$ cat config.mk
export PLATFORM = sky130hd
export DESIGN_NAME = mem_stage_hs_flat
export DESIGN_NICKNAME = d
export VERILOG_FILES = /design/src/rtl/mem_stage_hs_pkg.sv /design/src/rtl/mem_stage_hs_if.sv /design/src/rtl/mem_stage_hs_load_align.sv /design/src/rtl/mem_stage_hs.sv /design/src/flat_wrapper.sv
export SDC_FILE = /design/constraint.sdc
export NUM_CORES = 1
export LEC_CHECK = 0
export ABC_CLOCK_PERIOD_IN_PS = 29000
export BUFFER_PORTS_ARGS = -buffer_cell sky130_fd_sc_hd__buf_2
export CORE_AREA = 3 3 178 180
export CTS_CLUSTER_DIAMETER = 200
export DETAILED_ROUTE_END_ITERATION = 8
export DIE_AREA = 0 0 181 183
export GPL_ROUTABILITY_DRIVEN = 0
export HOLD_SLACK_MARGIN = 0.02
export PLACE_DENSITY = 0.71
export SKIP_CTS_REPAIR_TIMING = 1
export SLEW_MARGIN = 0
export SYNTH_ARGS = -nofsm -noshare
export SYNTH_HDL_FRONTEND = slang
export SYNTH_HIERARCHICAL = 1
export SYNTH_SLANG_ARGS = --single-unit
$ cat constraint.sdc
create_clock -name clk -period 29 [get_ports clk]
set_input_delay 5.8 -clock clk [delete_from_list [all_inputs] [get_ports clk]]
set_output_delay 5.8 -clock clk [all_outputs]
set_load 0.01 [all_outputs]
$ cat src/rtl/mem_stage_hs_pkg.sv
// rtl/mem_stage_hs_pkg.sv - shared encodings and zip widths for the MEM stage
package mem_stage_hs_pkg;

  typedef enum logic [3:0] {
    MEMOP_LD_B  = 4'd0,
    MEMOP_LD_H  = 4'd1,
    MEMOP_LD_W  = 4'd2,
    MEMOP_LD_D  = 4'd3,
    MEMOP_LD_BU = 4'd8,
    MEMOP_LD_HU = 4'd9,
    MEMOP_LD_WU = 4'd10
  } mem_op_e;

  // Control bits in each zip, excluding alu_result/rf_wdata and sideband.
  localparam int E2M_CTRL_W = 15;
  localparam int M2W_CTRL_W = 9;
  localparam int RF_CTRL_W  = 9;

  function automatic int exe2mem_w(input int xlen, input int side_w);
    return E2M_CTRL_W + xlen + side_w;
  endfunction

  function automatic int mem2wb_w(input int xlen, input int side_w);
    return M2W_CTRL_W + xlen + side_w;
  endfunction

endpackage

$ cat src/rtl/mem_stage_hs_if.sv
// rtl/mem_stage_hs_if.sv - EXE/WB/data-SRAM handshake bundle seen by the MEM stage
interface mem_stage_hs_if
  import mem_stage_hs_pkg::*;
#(
  parameter int XLEN   = 32,
  parameter int SIDE_W = 144
);
  localparam int E2M_W = exe2mem_w(XLEN, SIDE_W);
  localparam int M2W_W = mem2wb_w(XLEN, SIDE_W);

  logic                      flush;
  logic                      exe_req_inflight;
  logic                      mem_allowin;
  logic                      exe_to_mem_valid;
  logic [E2M_W-1:0]          exe_to_mem_zip;
  logic                      wb_allowin;
  logic                      mem_to_wb_valid;
  logic [M2W_W-1:0]          mem_to_wb_zip;
  logic                      data_sram_data_ok;
  logic [XLEN-1:0]           data_sram_rdata;
  logic [XLEN+RF_CTRL_W-1:0] mem_rf_zip;
  logic                      mem_ex;

  modport master (
    output flush, exe_req_inflight, exe_to_mem_valid, exe_to_mem_zip,
           wb_allowin, data_sram_data_ok, data_sram_rdata,
    input  mem_allowin, mem_to_wb_valid, mem_to_wb_zip, mem_rf_zip, mem_ex
  );

  modport slave (
    input  flush, exe_req_inflight, exe_to_mem_valid, exe_to_mem_zip,
           wb_allowin, data_sram_data_ok, data_sram_rdata,
    output mem_allowin, mem_to_wb_valid, mem_to_wb_zip, mem_rf_zip, mem_ex
  );

endinterface

$ cat src/rtl/mem_stage_hs_load_align.sv
// rtl/mem_stage_hs_load_align.sv - combinational load lane select and sign/zero extension
module mem_stage_hs_load_align
  import mem_stage_hs_pkg::*;
#(
  parameter  int XLEN   = 32,
  localparam int LANE_W = $clog2(XLEN / 8)
) (
  input  logic [3:0]        mem_op,
  input  logic [LANE_W-1:0] lane,
  input  logic [XLEN-1:0]   rdata,
  output logic [XLEN-1:0]   result
);

  logic [LANE_W-1:0] lane_h;
  logic [LANE_W-1:0] lane_w;
  logic [7:0]        byte_v;
  logic [15:0]       half_v;
  logic [31:0]       word_v;

  always_comb begin
    lane_h = lane & ~LANE_W'(1);
    lane_w = lane & ~LANE_W'(3);
    byte_v = rdata[{lane, 3'b000} +: 8];
    half_v = rdata[{lane_h, 3'b000} +: 16];
    word_v = rdata[{lane_w, 3'b000} +: 32];
  end

  // Doubleword ops only exist on the 64-bit datapath; elsewhere they read as 0.
  always_comb begin
    result = '0;
    case (mem_op)
      MEMOP_LD_B:  result = XLEN'($signed(byte_v));
      MEMOP_LD_H:  result = XLEN'($signed(half_v));
      MEMOP_LD_W:  result = XLEN'($signed(word_v));
      MEMOP_LD_D:  result = (XLEN == 64) ? rdata : '0;
      MEMOP_LD_BU: result = XLEN'(byte_v);
      MEMOP_LD_HU: result = XLEN'(half_v);
      MEMOP_LD_WU: result = (XLEN == 64) ? XLEN'(word_v) : '0;
      default:     result = '0;
    endcase
  end

endmodule

$ cat src/rtl/mem_stage_hs.sv
// rtl/mem_stage_hs.sv - MEM pipeline stage with data-SRAM response wait, hold buffer and flush discard
module mem_stage_hs
  import mem_stage_hs_pkg::*;
#(
  parameter int XLEN      = 32,
  parameter int MAX_OUTST = 2,
  parameter int SIDE_W    = 144
) (
  input  logic          clk,
  input  logic          resetn,
  mem_stage_hs_if.slave bus
);

  localparam int E2M_W  = exe2mem_w(XLEN, SIDE_W);
  localparam int LANE_W = $clog2(XLEN / 8);
  localparam int CW     = $clog2(MAX_OUTST + 1);
  localparam int CW2    = CW + 2;

  logic             mem_valid;
  logic [E2M_W-1:0] e2m_q;
  logic             buf_valid;
  logic [XLEN-1:0]  rdata_buf;
  logic [CW-1:0]    cnt;

  logic              req_sent;
  logic              res_from_mem;
  logic [3:0]        mem_op;
  logic              rf_we;
  logic [4:0]        rf_waddr;
  logic              csr_read;
  logic              ex_valid;
  logic              is_ertn;
  logic [XLEN-1:0]   alu_result;
  logic [SIDE_W-1:0] side;

  assign {req_sent, res_from_mem, mem_op, rf_we, rf_waddr,
          csr_read, ex_valid, is_ertn, alu_result, side} = e2m_q;

  logic need_resp;
  logic resp_hit;
  logic resp_drop;
  logic ready_go;
  logic to_wb_valid;
  logic leave;
  logic load_in;

  assign need_resp   = mem_valid & req_sent;
  assign resp_hit    = bus.data_sram_data_ok & (cnt == '0) & need_resp & ~buf_valid;
  assign resp_drop   = bus.data_sram_data_ok & (cnt != '0);
  assign ready_go    = ~need_resp | buf_valid | resp_hit;
  assign to_wb_valid = mem_valid & ready_go & ~bus.flush;
  assign leave       = to_wb_valid & bus.wb_allowin;
  assign load_in     = bus.exe_to_mem_valid & bus.mem_allowin;

  assign bus.mem_allowin     = ~mem_valid | (ready_go & bus.wb_allowin);
  assign bus.mem_to_wb_valid = to_wb_valid;

  // Responses still owed to flushed work: the stranded MEM access plus one EXE already issued.
  logic [CW2-1:0] cnt_inc;
  logic [CW2-1:0] cnt_nxt;

  always_comb begin
    cnt_inc = '0;
    if (bus.flush) begin
      cnt_inc = CW2'(need_resp & ~buf_valid & ~resp_hit) + CW2'(bus.exe_req_inflight);
    end
    cnt_nxt = {2'b00, cnt} + cnt_inc - CW2'(resp_drop);
  end

  always_ff @(posedge clk or negedge resetn) begin
    if (!resetn) begin
      mem_valid <= 1'b0;
      buf_valid <= 1'b0;
      cnt       <= '0;
    end else begin
      if (bus.flush) begin
        mem_valid <= 1'b0;
      end else if (bus.mem_allowin) begin
        mem_valid <= bus.exe_to_mem_valid;
      end
      if (leave || bus.flush) begin
        buf_valid <= 1'b0;
      end else if (resp_hit) begin
        buf_valid <= 1'b1;
      end
      cnt <= cnt_nxt[CW-1:0];
    end
  end

  always_ff @(posedge clk) begin
    if (load_in) begin
      e2m_q <= bus.exe_to_mem_zip;
    end
    if (resp_hit) begin
      rdata_buf <= bus.data_sram_rdata;
    end
  end

  a_cnt_bound: assert property (@(posedge clk) disable iff (!resetn)
    cnt_nxt <= CW2'(MAX_OUTST));

  logic [XLEN-1:0] rdata_sel;
  logic [XLEN-1:0] load_data;
  logic [XLEN-1:0] rf_wdata;

  assign rdata_sel = buf_valid ? rdata_buf : bus.data_sram_rdata;

  mem_stage_hs_load_align #(
    .XLEN (XLEN)
  ) u_load_align (
    .mem_op (mem_op),
    .lane   (alu_result[LANE_W-1:0]),
    .rdata  (rdata_sel),
    .result (load_data)
  );

  assign rf_wdata = res_from_mem ? load_data : alu_result;

  assign bus.mem_to_wb_zip = {rf_we, rf_waddr, rf_wdata, csr_read, ex_valid, is_ertn, side};

  // ID may only forward rf_wdata once the value is final (fwd_ready).
  assign bus.mem_rf_zip = {mem_valid & ready_go,
                           csr_read & mem_valid,
                           res_from_mem & mem_valid,
                           rf_we & mem_valid,
                           rf_waddr,
                           rf_wdata};

  assign bus.mem_ex = mem_valid & (ex_valid | is_ertn);

endmodule
$ cat src/flat_wrapper.sv
// flat-port wrapper written by rule: the top's interface ports become plain ports
module mem_stage_hs_flat import mem_stage_hs_pkg::*;
#(
  parameter int XLEN      = 32,
  parameter int MAX_OUTST = 2,
  parameter int SIDE_W    = 144
)
  (clk, resetn, bus_flush, bus_exe_req_inflight, bus_exe_to_mem_valid, bus_exe_to_mem_zip, bus_wb_allowin, bus_data_sram_data_ok, bus_data_sram_rdata, bus_mem_allowin, bus_mem_to_wb_valid, bus_mem_to_wb_zip, bus_mem_rf_zip, bus_mem_ex);
  mem_stage_hs_if #(.XLEN(XLEN), .SIDE_W(SIDE_W)) bus_i ();
  input  logic clk;
  input  logic resetn;
  input wire logic [$bits(bus_i.flush)-1:0] bus_flush;
  input wire logic [$bits(bus_i.exe_req_inflight)-1:0] bus_exe_req_inflight;
  input wire logic [$bits(bus_i.exe_to_mem_valid)-1:0] bus_exe_to_mem_valid;
  input wire logic [$bits(bus_i.exe_to_mem_zip)-1:0] bus_exe_to_mem_zip;
  input wire logic [$bits(bus_i.wb_allowin)-1:0] bus_wb_allowin;
  input wire logic [$bits(bus_i.data_sram_data_ok)-1:0] bus_data_sram_data_ok;
  input wire logic [$bits(bus_i.data_sram_rdata)-1:0] bus_data_sram_rdata;
  output wire logic [$bits(bus_i.mem_allowin)-1:0] bus_mem_allowin;
  output wire logic [$bits(bus_i.mem_to_wb_valid)-1:0] bus_mem_to_wb_valid;
  output wire logic [$bits(bus_i.mem_to_wb_zip)-1:0] bus_mem_to_wb_zip;
  output wire logic [$bits(bus_i.mem_rf_zip)-1:0] bus_mem_rf_zip;
  output wire logic [$bits(bus_i.mem_ex)-1:0] bus_mem_ex;
  assign bus_i.flush = bus_flush;
  assign bus_i.exe_req_inflight = bus_exe_req_inflight;
  assign bus_i.exe_to_mem_valid = bus_exe_to_mem_valid;
  assign bus_i.exe_to_mem_zip = bus_exe_to_mem_zip;
  assign bus_i.wb_allowin = bus_wb_allowin;
  assign bus_i.data_sram_data_ok = bus_data_sram_data_ok;
  assign bus_i.data_sram_rdata = bus_data_sram_rdata;
  assign bus_mem_allowin = bus_i.mem_allowin;
  assign bus_mem_to_wb_valid = bus_i.mem_to_wb_valid;
  assign bus_mem_to_wb_zip = bus_i.mem_to_wb_zip;
  assign bus_mem_rf_zip = bus_i.mem_rf_zip;
  assign bus_mem_ex = bus_i.mem_ex;
  mem_stage_hs #(.XLEN(XLEN), .MAX_OUTST(MAX_OUTST), .SIDE_W(SIDE_W)) u_core (.clk(clk), .resetn(resetn), .bus(bus_i));
endmodule
---- Word-level counts from Yosys, hierarchy flattened ----
Index checks and enable logic that the tools add are counted.
word-level totals
  bits in registers ....................... 227
  input bits .............................. 230
operators by class
  shifts and indexed selects .............. 2
  bitwise operators ....................... 26
  mux-type cells .......................... 8
  reduce and logical (&&, ||, !) cells .... 6
  equality and inequality tests ........... 4
  add/sub/neg operators ................... 3
operators with widths
  operator                                             count
  case mux 32 bit (5 select lines)                     1
  2-to-1 mux 32 bit                                    2
  variable part select 32 x 6 -> 16 bit                1
  variable part select 32 x 6 -> 8 bit                 1
  AND 1 bit                                            14
  equality test 4 bit, second input constant           2
  nonzero test 2 bit                                   3
  equality test 4 x 1 -> 1 bit, second input constant  1
  equality test 4 x 2 -> 1 bit, second input constant  1
  zero test 4 bit                                      1
  2-to-1 mux 1 bit                                     4
  NOT 1 bit                                            4
  NOT 1 -> 2 bit                                       2
  OR 1 bit                                             4
  adder 2 x 1 -> 2 bit                                 1
  adder 2 bit                                          1
  AND 1 x 2 -> 2 bit                                   1
  AND 2 bit                                            1
  zero test 2 bit                                      1
  2-to-1 mux 2 bit                                     1
  subtractor 2 x 1 -> 2 bit                            1
  logical OR 1 bit                                     1

---- Logic depth before layout (Yosys ltp) ----
Gate-level depths: netlist of the first run.
  word-level depth ........................ 10
  mapped depth ............................ 10

---- Hierarchy ----
The synthesis of the first run kept the hierarchy.
by module, submodules not included
  module                   sequential area each (um^2)  times used  area an instance (um^2)  cells each
  mem_stage_hs             6796.5                       1           9197.6                   519
  mem_stage_hs_load_align  0.0                          1           910.9                    109

---- Worst setup path before layout of the first run ----
No wires, ideal clock.
  path type ............................... input -> register
  from .................................... input port bus_data_sram_data_ok
  to ...................................... register u_core.e2m_q[0] (enable)
  cell stages on the path ................. 3
  data required time ...................... 28024 ps
  arrival ................................. 19113 ps
  path slack .............................. 8911 ps
  path through ............................ nor3b_1 > nor3_1 > nor3_1
between the ends
  cells in the longest elaborated chain, start to end .. 7
RTL lines
  item                      RTL line            RTL
  start, declared           flat_wrapper.sv:17  input wire logic [$bits(bus_i.data_sram_data_ok)-1:0] bus_data_sram_data_ok;
  AND 1 bit (3 in series)   mem_stage_hs.sv:48  assign resp_hit = bus.data_sram_data_ok & (cnt == '0) & need_resp & ~buf_valid;
  OR 1 bit                  mem_stage_hs.sv:50  assign ready_go = ~need_resp | buf_valid | resp_hit;
  AND 1 bit                 mem_stage_hs.sv:55  assign bus.mem_allowin = ~mem_valid | (ready_go & bus.wb_allowin);
  OR 1 bit                  mem_stage_hs.sv:55
  AND 1 bit                 mem_stage_hs.sv:53  assign load_in = bus.exe_to_mem_valid & bus.mem_allowin;
  named net u_core.load_in  mem_stage_hs.sv:45  logic load_in;
  end signal, assigned      mem_stage_hs.sv:92  e2m_q <= bus.exe_to_mem_zip;
  end, declared             mem_stage_hs.sv:20  logic [E2M_W-1:0] e2m_q;
The timed path passes the listed nets, and every way through them passes these cells.
A chain may end at the register's enable or synchronous reset.

---- Worst setup path in the final report of the first run ----
  from .................................... input port bus_data_sram_rdata[23]
  to ...................................... output port bus_mem_to_wb_zip[176]
between the ends
  cells in the longest elaborated chain, start to end .. 4
RTL lines
  item                                  RTL line                       RTL
  start, declared                       flat_wrapper.sv:18             input wire logic [$bits(bus_i.data_sram_rdata)-1:0] bus_data_sram_rdata;
  2-to-1 mux 32 bit                     mem_stage_hs.sv:106            assign rdata_sel = buf_valid ? rdata_buf : bus.data_sram_rdata;
  named net u_core.rdata_sel[23]        mem_stage_hs.sv:102            logic [XLEN-1:0] rdata_sel;
  variable part select 32 x 6 -> 8 bit  mem_stage_hs_load_align.sv:23  byte_v = rdata[{lane, 3'b000} +: 8];
  case mux 32 bit (5 select lines)      mem_stage_hs_load_align.sv:31  case (mem_op)
  named net u_core.load_data[29]        mem_stage_hs.sv:103            logic [XLEN-1:0] load_data;
  2-to-1 mux 32 bit                     mem_stage_hs.sv:117            assign rf_wdata = res_from_mem ? load_data : alu_result;
  end, declared                         flat_wrapper.sv:21             output wire logic [$bits(bus_i.mem_to_wb_zip)-1:0] bus_mem_to_wb_zip;
The timed path passes the listed nets, and every way through them passes these cells.

==> results.py, run 1 <==
metrics = {
    "global_route": {
        "grt_overflow": 0,
        "grt_pass1_vias": 6033,
        "grt.total_usage_pct": 15.86,
        "grt_pass1_wl_mm": 39.46,
        "grt_max_degree": 82,
        "antenna_found_initial": 14,
    },
    "drt": {
        "via_per_inst": 4.441,
        "ant_nets": 0,
        "route.detailed.drc": 0,
        "vias": 5893,
        "drt_first_pass_iters": 6,
        "totalWireLength_mm": 28.07,
        "drtIter0Drc": 308,
        "wl_per_cell_um": 21.16,
    },
    "cts": {
        "cts.sinks": 227,
        "clk_latency_ns": 0.52,
        "cts_tree": "done",
        "clk_pin_slew_ns": 0.06,
        "cts_root_buf": "clkbuf_16",
        "h-tree-depth": 1,
        "cts_max_path_buffers": 3,
        "cts_inserted_buffers": 25,
    },
    "die": {
        "row_count": 64,
        "die_x_um": 181,
        "die-height_um": 183,
        "ios": 459,
        "core_area_um2": 30350,
        "start_util_pct": 33.31,
        "dieArea_um2": 33120,
    },
    "synthesis": {
        "yosysWarnings": 6,
        "seq_area_frac_synth_pct": 67.24,
        "syn_area_um2": 10110,
        "synth_fp_nets": 861,
        "syn_avg_cell_area_um2": 16.10,
        "postSynthCellCount": 628,
        "ys_ff_latch": 227,
        "synth_cell_types": 39,
    },
    "pwr": {
        "p_comb_share_pct": 13.0,
        "p_seq_share_pct": 47.6,
        "p_leak_nw": 5.106,
        "finalPower_mw": 0.8445,
        "ir_drop_uv": 46.48,
        "pwr_density_cell_nw_per_um2": 69.00,
        "p_sw_mw": 0.2042,
        "p_int_mw": 0.6402,
        "switching_share_pct": 24.18,
        "p_clk_share_pct": 39.4,
    },
    "finish": {
        "fin_nets": 1141,
        "post_route_cells_drive_above_1_share_pct": 64.79,
        "mostFrequentLayoutCells": "458 x buf_2, 223 x edfxtp_1, 75 x mux2_2, 25 x clkbuf_16, 19 x nand2_1",
        "area_growth_pct": 21.07,
        "stdcell_count": 1327,
        "layout_commonest_cell": "buf_2",
        "fin_area_um2": 12240,
    },
    "worst_hold_path": {
        "hold_class": "flop to flop",
    },
    "critical_path": {
        "critPathLaunchType": "input pin",
        "end_kind": "primary output",
        "crit_fanout": 24,
        "cp.arrival_ns": 7.94,
        "path_class": "input pin to primary output",
        "cp_data_required_time_ns": 23.20,
    },
    "timing": {
        "drv_slew": 0,
        "fin_crit_ns": 13.74,
        "relSlewSlack_pct": 32.79,
        "period_share_pct": 47.38,
        "rsz0062_at_grt": "no",
        "fin_skew_ns": 0.01101,
        "setup_violations": 0,
        "tightest_slew_ns": 1.008,
        "timing_hold_violations_final": 0,
        "timing.setup.tns_ns": 0,
        "fmax_ghz": 0.07277,
    },
    "placed_design": {
        "dpl.cell_count": 1277,
        "dpl-instance-area_um2": 11380,
        "dp.final_hpwl_mm": 21.92,
        "io_buffers": 458,
    },
    "job": {
        "cap_violations": 0,
    },
    "run_status": {
        "status": "completed",
    },
}
synth_stat cells (all sizes together):
library cell | count | share of area [%]
nand2b | 1 | 0.062
o21ai | 8 | 0.40
buf | 210 | 16
mux2i | 1 | 0.099
nand3b | 1 | 0.20
a41oi | 1 | 0.16
clkbuf | 2 | 0.074
or3 | 1 | 0.062
nand2 | 19 | 0.71
or3b | 1 | 0.11
edfxtp | 223 | 66
a32oi | 16 | 1.4
nor3b | 5 | 0.53
a21oi | 2 | 0.14
dfrtp | 4 | 0.99
xnor2 | 3 | 0.26
a22oi | 1 | 0.21
nor3 | 4 | 0.25
inv | 10 | 0.37
a221oi | 1 | 0.087
o41ai | 1 | 0.087
nor2b | 3 | 0.19
o211ai | 16 | 1.8
ha | 3 | 0.37
nor2 | 1 | 0.037
o31ai | 7 | 0.52
o21a | 2 | 0.15
nor4b | 2 | 0.38
and2 | 3 | 0.19
mux2 | 75 | 8.4
nand3 | 1 | 0.049
worst paths after layout:
path                                     endpoint                    start  slack (ns)  cells after the start
min in group asynchronous           u_core/cnt[0]                   resetn        5.08                      1
max                        bus_mem_to_wb_zip[176]  bus_data_sram_rdata[23]       15.26                      7
max in group asynchronous        u_core/buf_valid                   resetn       23.79                      1
min reg2reg                         u_core/cnt[1]            u_core/cnt[1]        0.54                      1
max reg2reg                     u_core/e2m_q[140]            u_core/cnt[1]       25.91                      5
min                                 u_core/cnt[1]            u_core/cnt[1]        0.54                      1
registers in the layout, indices dropped and copies added, names as in the netlist:
| register | cells |
|---|---|
| u_core/buf_valid | 1 |
| u_core/e2m_q | 191 |
| u_core/cnt | 2 |
| u_core/rdata_buf | 32 |
| u_core/mem_valid | 1 |
critical path: stages:
cell and delay, ns:
buf_2 0.10, mux2_2 0.29, mux2_2 0.31, a22oi_4 0.80, o211ai_1 0.17, mux2_2 0.31, buf_2 0.14
logic make-up after synthesis:
group | share of synthesized area, %
buffers and inverters | 16.00
xor gates and xnor gates | 0.2600
DFF | 67.24
muxes | 8.454
and+or+nand+nor | 2.760
AOI/OAI and AO/OA | 4.914
adders and majority gates | 0.3714
per-layer routing:
metal	share of wire (%)	vias to the layer above	wire (um)	GRT usage, %
met5	0.31	-	87	0
met4	1.8	14	512	3.230
met3	9.8	47	2749	6.188
met2	51	275	14380	28.23
met1	37	2850	10340	18.31
li1	-	2707	-	-
power groups by stage:
stage	logic [mW]	clock network (mW)	registers [mW]
finish	0.110	0.333	0.402
detailed placement	0.112	0	0.409
floorplan	0.0853	0	0.414
global route	0.119	0.356	0.404
global placement	0.110	0	0.408
CTS	0.113	0.344	0.402
cell type report:
type	instances	area, um^2
fillers	2792	18110
flip-flops and latches	227	6797
repair buffers	465	2345
multi-input cells	179	1704
clock buffers	29	640.6
well taps	396	495.5
clock inverters	16	206.4
inverters	10	37.54
diodes	5	12.51
stage by stage:
step / setup WS (ns) / hold WS (ns) / util, %
finish: 15.26 / 0.5369 / 40.32
global route: 15.12 / 0.5766 / 40.30
CTS: 15.21 / 0.5343 / 40.28
detailed placement: 15.21 / 0.5251 / 37.49
global placement: 15.26 / 0.5034 / 37.49
floorplan: 8.911 / 0.4889 / -
(Power assumes the default switching activity.)
==> run 2: changes to the inputs <==
Settings changed: ABC_CLOCK_PERIOD_IN_PS 29000 to 14100.
Clock period 29 ns to 14.1 ns, I/O delays scaled along.
==> results.py, run 2 (synthesis results as in run 1) <==
metrics = {
    "run_status": {
        "status": "completed",
    },
    "critical_path": {
        "critPathLaunchType": "input pin",
        "path_class": "input pin to primary output",
        "cp_data_required_time_ns": 11.28,
        "cp_top_family": "compound AO/OA/AOI/OAI gates",
        "cp.arrival_ns": 4.97,
        "slowest_stage": "a22oi_4",
        "worst-path-buf-inv": 2,
        "end_kind": "primary output",
        "crit_chain": "buf_2 -> mux2_2 -> mux2_2 -> a22oi_4 -> o21ai_1 -> mux2_2 -> buf_2",
        "max_stage_delay_ns": 0.79,
        "cp_common_cell": "mux2_2",
        "crit_fanout": 24,
    },
    "timing": {
        "timing.setup.tns_ns": 0,
        "fmax_ghz": 0.1283,
        "drv_slew": 0,
        "period_share_pct": 55.26,
        "fin_ws_ns": 6.309,
        "setup_violations": 0,
        "relSlewSlack_pct": 12.06,
        "hold_ws_ns": 0.5295,
        "rsz0062_at_grt": "no",
        "timing_hold_violations_final": 0,
        "fin_crit_ns": 7.791,
        "tightest_slew_ns": 1.319,
        "fin_skew_ns": 0.01159,
    },
    "global_route": {
        "grt_max_degree": 192,
        "antenna_found_initial": 13,
        "grt.total_usage_pct": 16.27,
        "grt_overflow": 0,
        "grt_pass1_vias": 5988,
        "grt_pass1_wl_mm": 40.38,
    },
    "placed_design": {
        "io_buffers": 458,
        "pre_cts_slack_ns": 6.273,
        "dp.final_hpwl_mm": 22.04,
    },
    "finish": {
        "n_fill_cell": 2801,
        "multiInputGateArea_um2": 1710,
        "regMostFlops": "u_core/e2m_q",
        "post_route_cells_drive_above_1_share_pct": 64.32,
        "mostFrequentLayoutCells": "458 x buf_2, 223 x edfxtp_1, 75 x mux2_2, 27 x clkbuf_16, 19 x nand2_1",
        "fin_nets": 1140,
        "largest_register_ffs": 191,
        "layout_commonest_cell": "buf_2",
        "largest_registers": "u_core/e2m_q: 191 flops, u_core/rdata_buf: 32 flops, u_core/cnt: 2 flops",
        "final_util_pct": 40.05,
        "area.sequential_um2": 6797,
        "area_growth_pct": 20.25,
    },
    "drt": {
        "drt_first_pass_iters": 4,
        "via_per_inst": 4.409,
        "highest_layer": "met5",
        "totalWireLength_mm": 28.61,
        "wl_per_cell_um": 21.61,
        "route.detailed.drc": 0,
        "met1_length_mm": 10.33,
        "dr_wl_met3_mm": 2.976,
        "vias": 5837,
        "drtIter0Drc": 380,
        "met2WireLength_mm": 14.52,
        "ant_nets": 0,
    },
    "die": {
        "core_area_um2": 30350,
        "dieArea_um2": 33120,
        "start_util_pct": 33.31,
        "die-height_um": 183,
        "ios": 459,
        "die_x_um": 181,
        "row_count": 64,
    },
    "pwr": {
        "p_sw_mw": 0.4228,
        "p_int_mw": 1.250,
        "p_comb_share_pct": 13.7,
        "pwr_density_cell_nw_per_um2": 137.6,
        "ir_drop_uv": 106.5,
        "p_leak_nw": 5.062,
        "p_clk_share_pct": 36.9,
        "p_seq_share_pct": 49.5,
        "switching_share_pct": 25.28,
    },
    "cts": {
        "cts_max_path_buffers": 3,
        "cts_tree": "done",
        "clk_latency_ns": 0.53,
        "cts.sinks": 227,
        "cts_root_buf": "clkbuf_16",
        "clk_pin_slew_ns": 0.06,
        "cts_inserted_buffers": 26,
        "h-tree-depth": 1,
    },
    "worst_hold_path": {
        "hold_class": "flop to flop",
    },
    "job": {
        "cap_violations": 0,
    },
}
## run 2: layout make-up
| type | instances | share of cell area (%) |
|---|---|---|
| inverters | 10 | 0.3088 |
| well taps | 396 | 4.076 |
| flip-flops and latches | 227 | 55.91 |
| diodes | 3 | 0.06176 |
| clock inverters | 14 | 0.5867 |
| clock buffers | 32 | 5.713 |
| multi-input cells | 179 | 14.07 |
| repair buffers | 463 | 19.27 |
## run 2: per-stage QoR
| step | instance area, um^2 | instances | power, mW |
|---|---|---|---|
| 2_1_floorplan | 10110 | 628 | 1.018 |
| 3_3_place_gp | 11380 | 1275 | 1.069 |
| 3_5_place_dp | 11380 | 1275 | 1.075 |
| 4_1_cts | 12150 | 1321 | 1.698 |
| 5_1_grt | 12150 | 1321 | 1.743 |
| 6_report | 12160 | 1324 | 1.673 |
## run 2: power by group through the flow
stage	Combinational (mW)	Clock, mW	Sequential (mW)
finish	0.229	0.616	0.828
global route	0.247	0.664	0.832
CTS	0.235	0.636	0.828
detailed placement	0.234	0	0.841
global placement	0.230	0	0.840
floorplan	0.176	0	0.842
## run 2: final timing paths
path | start | to | slack [ns] | cells after the start
max | bus_data_sram_rdata[23] | bus_mem_to_wb_zip[161] | 6.31 | 7
min | u_core/cnt[1] | u_core/cnt[1] | 0.53 | 1
max reg2reg | u_core/cnt[1] | u_core/e2m_q[35] | 11.46 | 4
min reg2reg | u_core/cnt[1] | u_core/cnt[1] | 0.53 | 1
max in group asynchronous | resetn | u_core/buf_valid | 11.89 | 1
min in group asynchronous | resetn | u_core/cnt[1] | 2.09 | 1
## run 2: layer usage
| layer | global-route usage (%) | vias to the layer above |
|---|---|---|
| met4 | 4.357 | 20 |
| met2 | 28.40 | 281 |
| met1 | 18.57 | 2770 |
| met5 | 0 | - |
| li1 | - | 2703 |
| met3 | 6.724 | 63 |
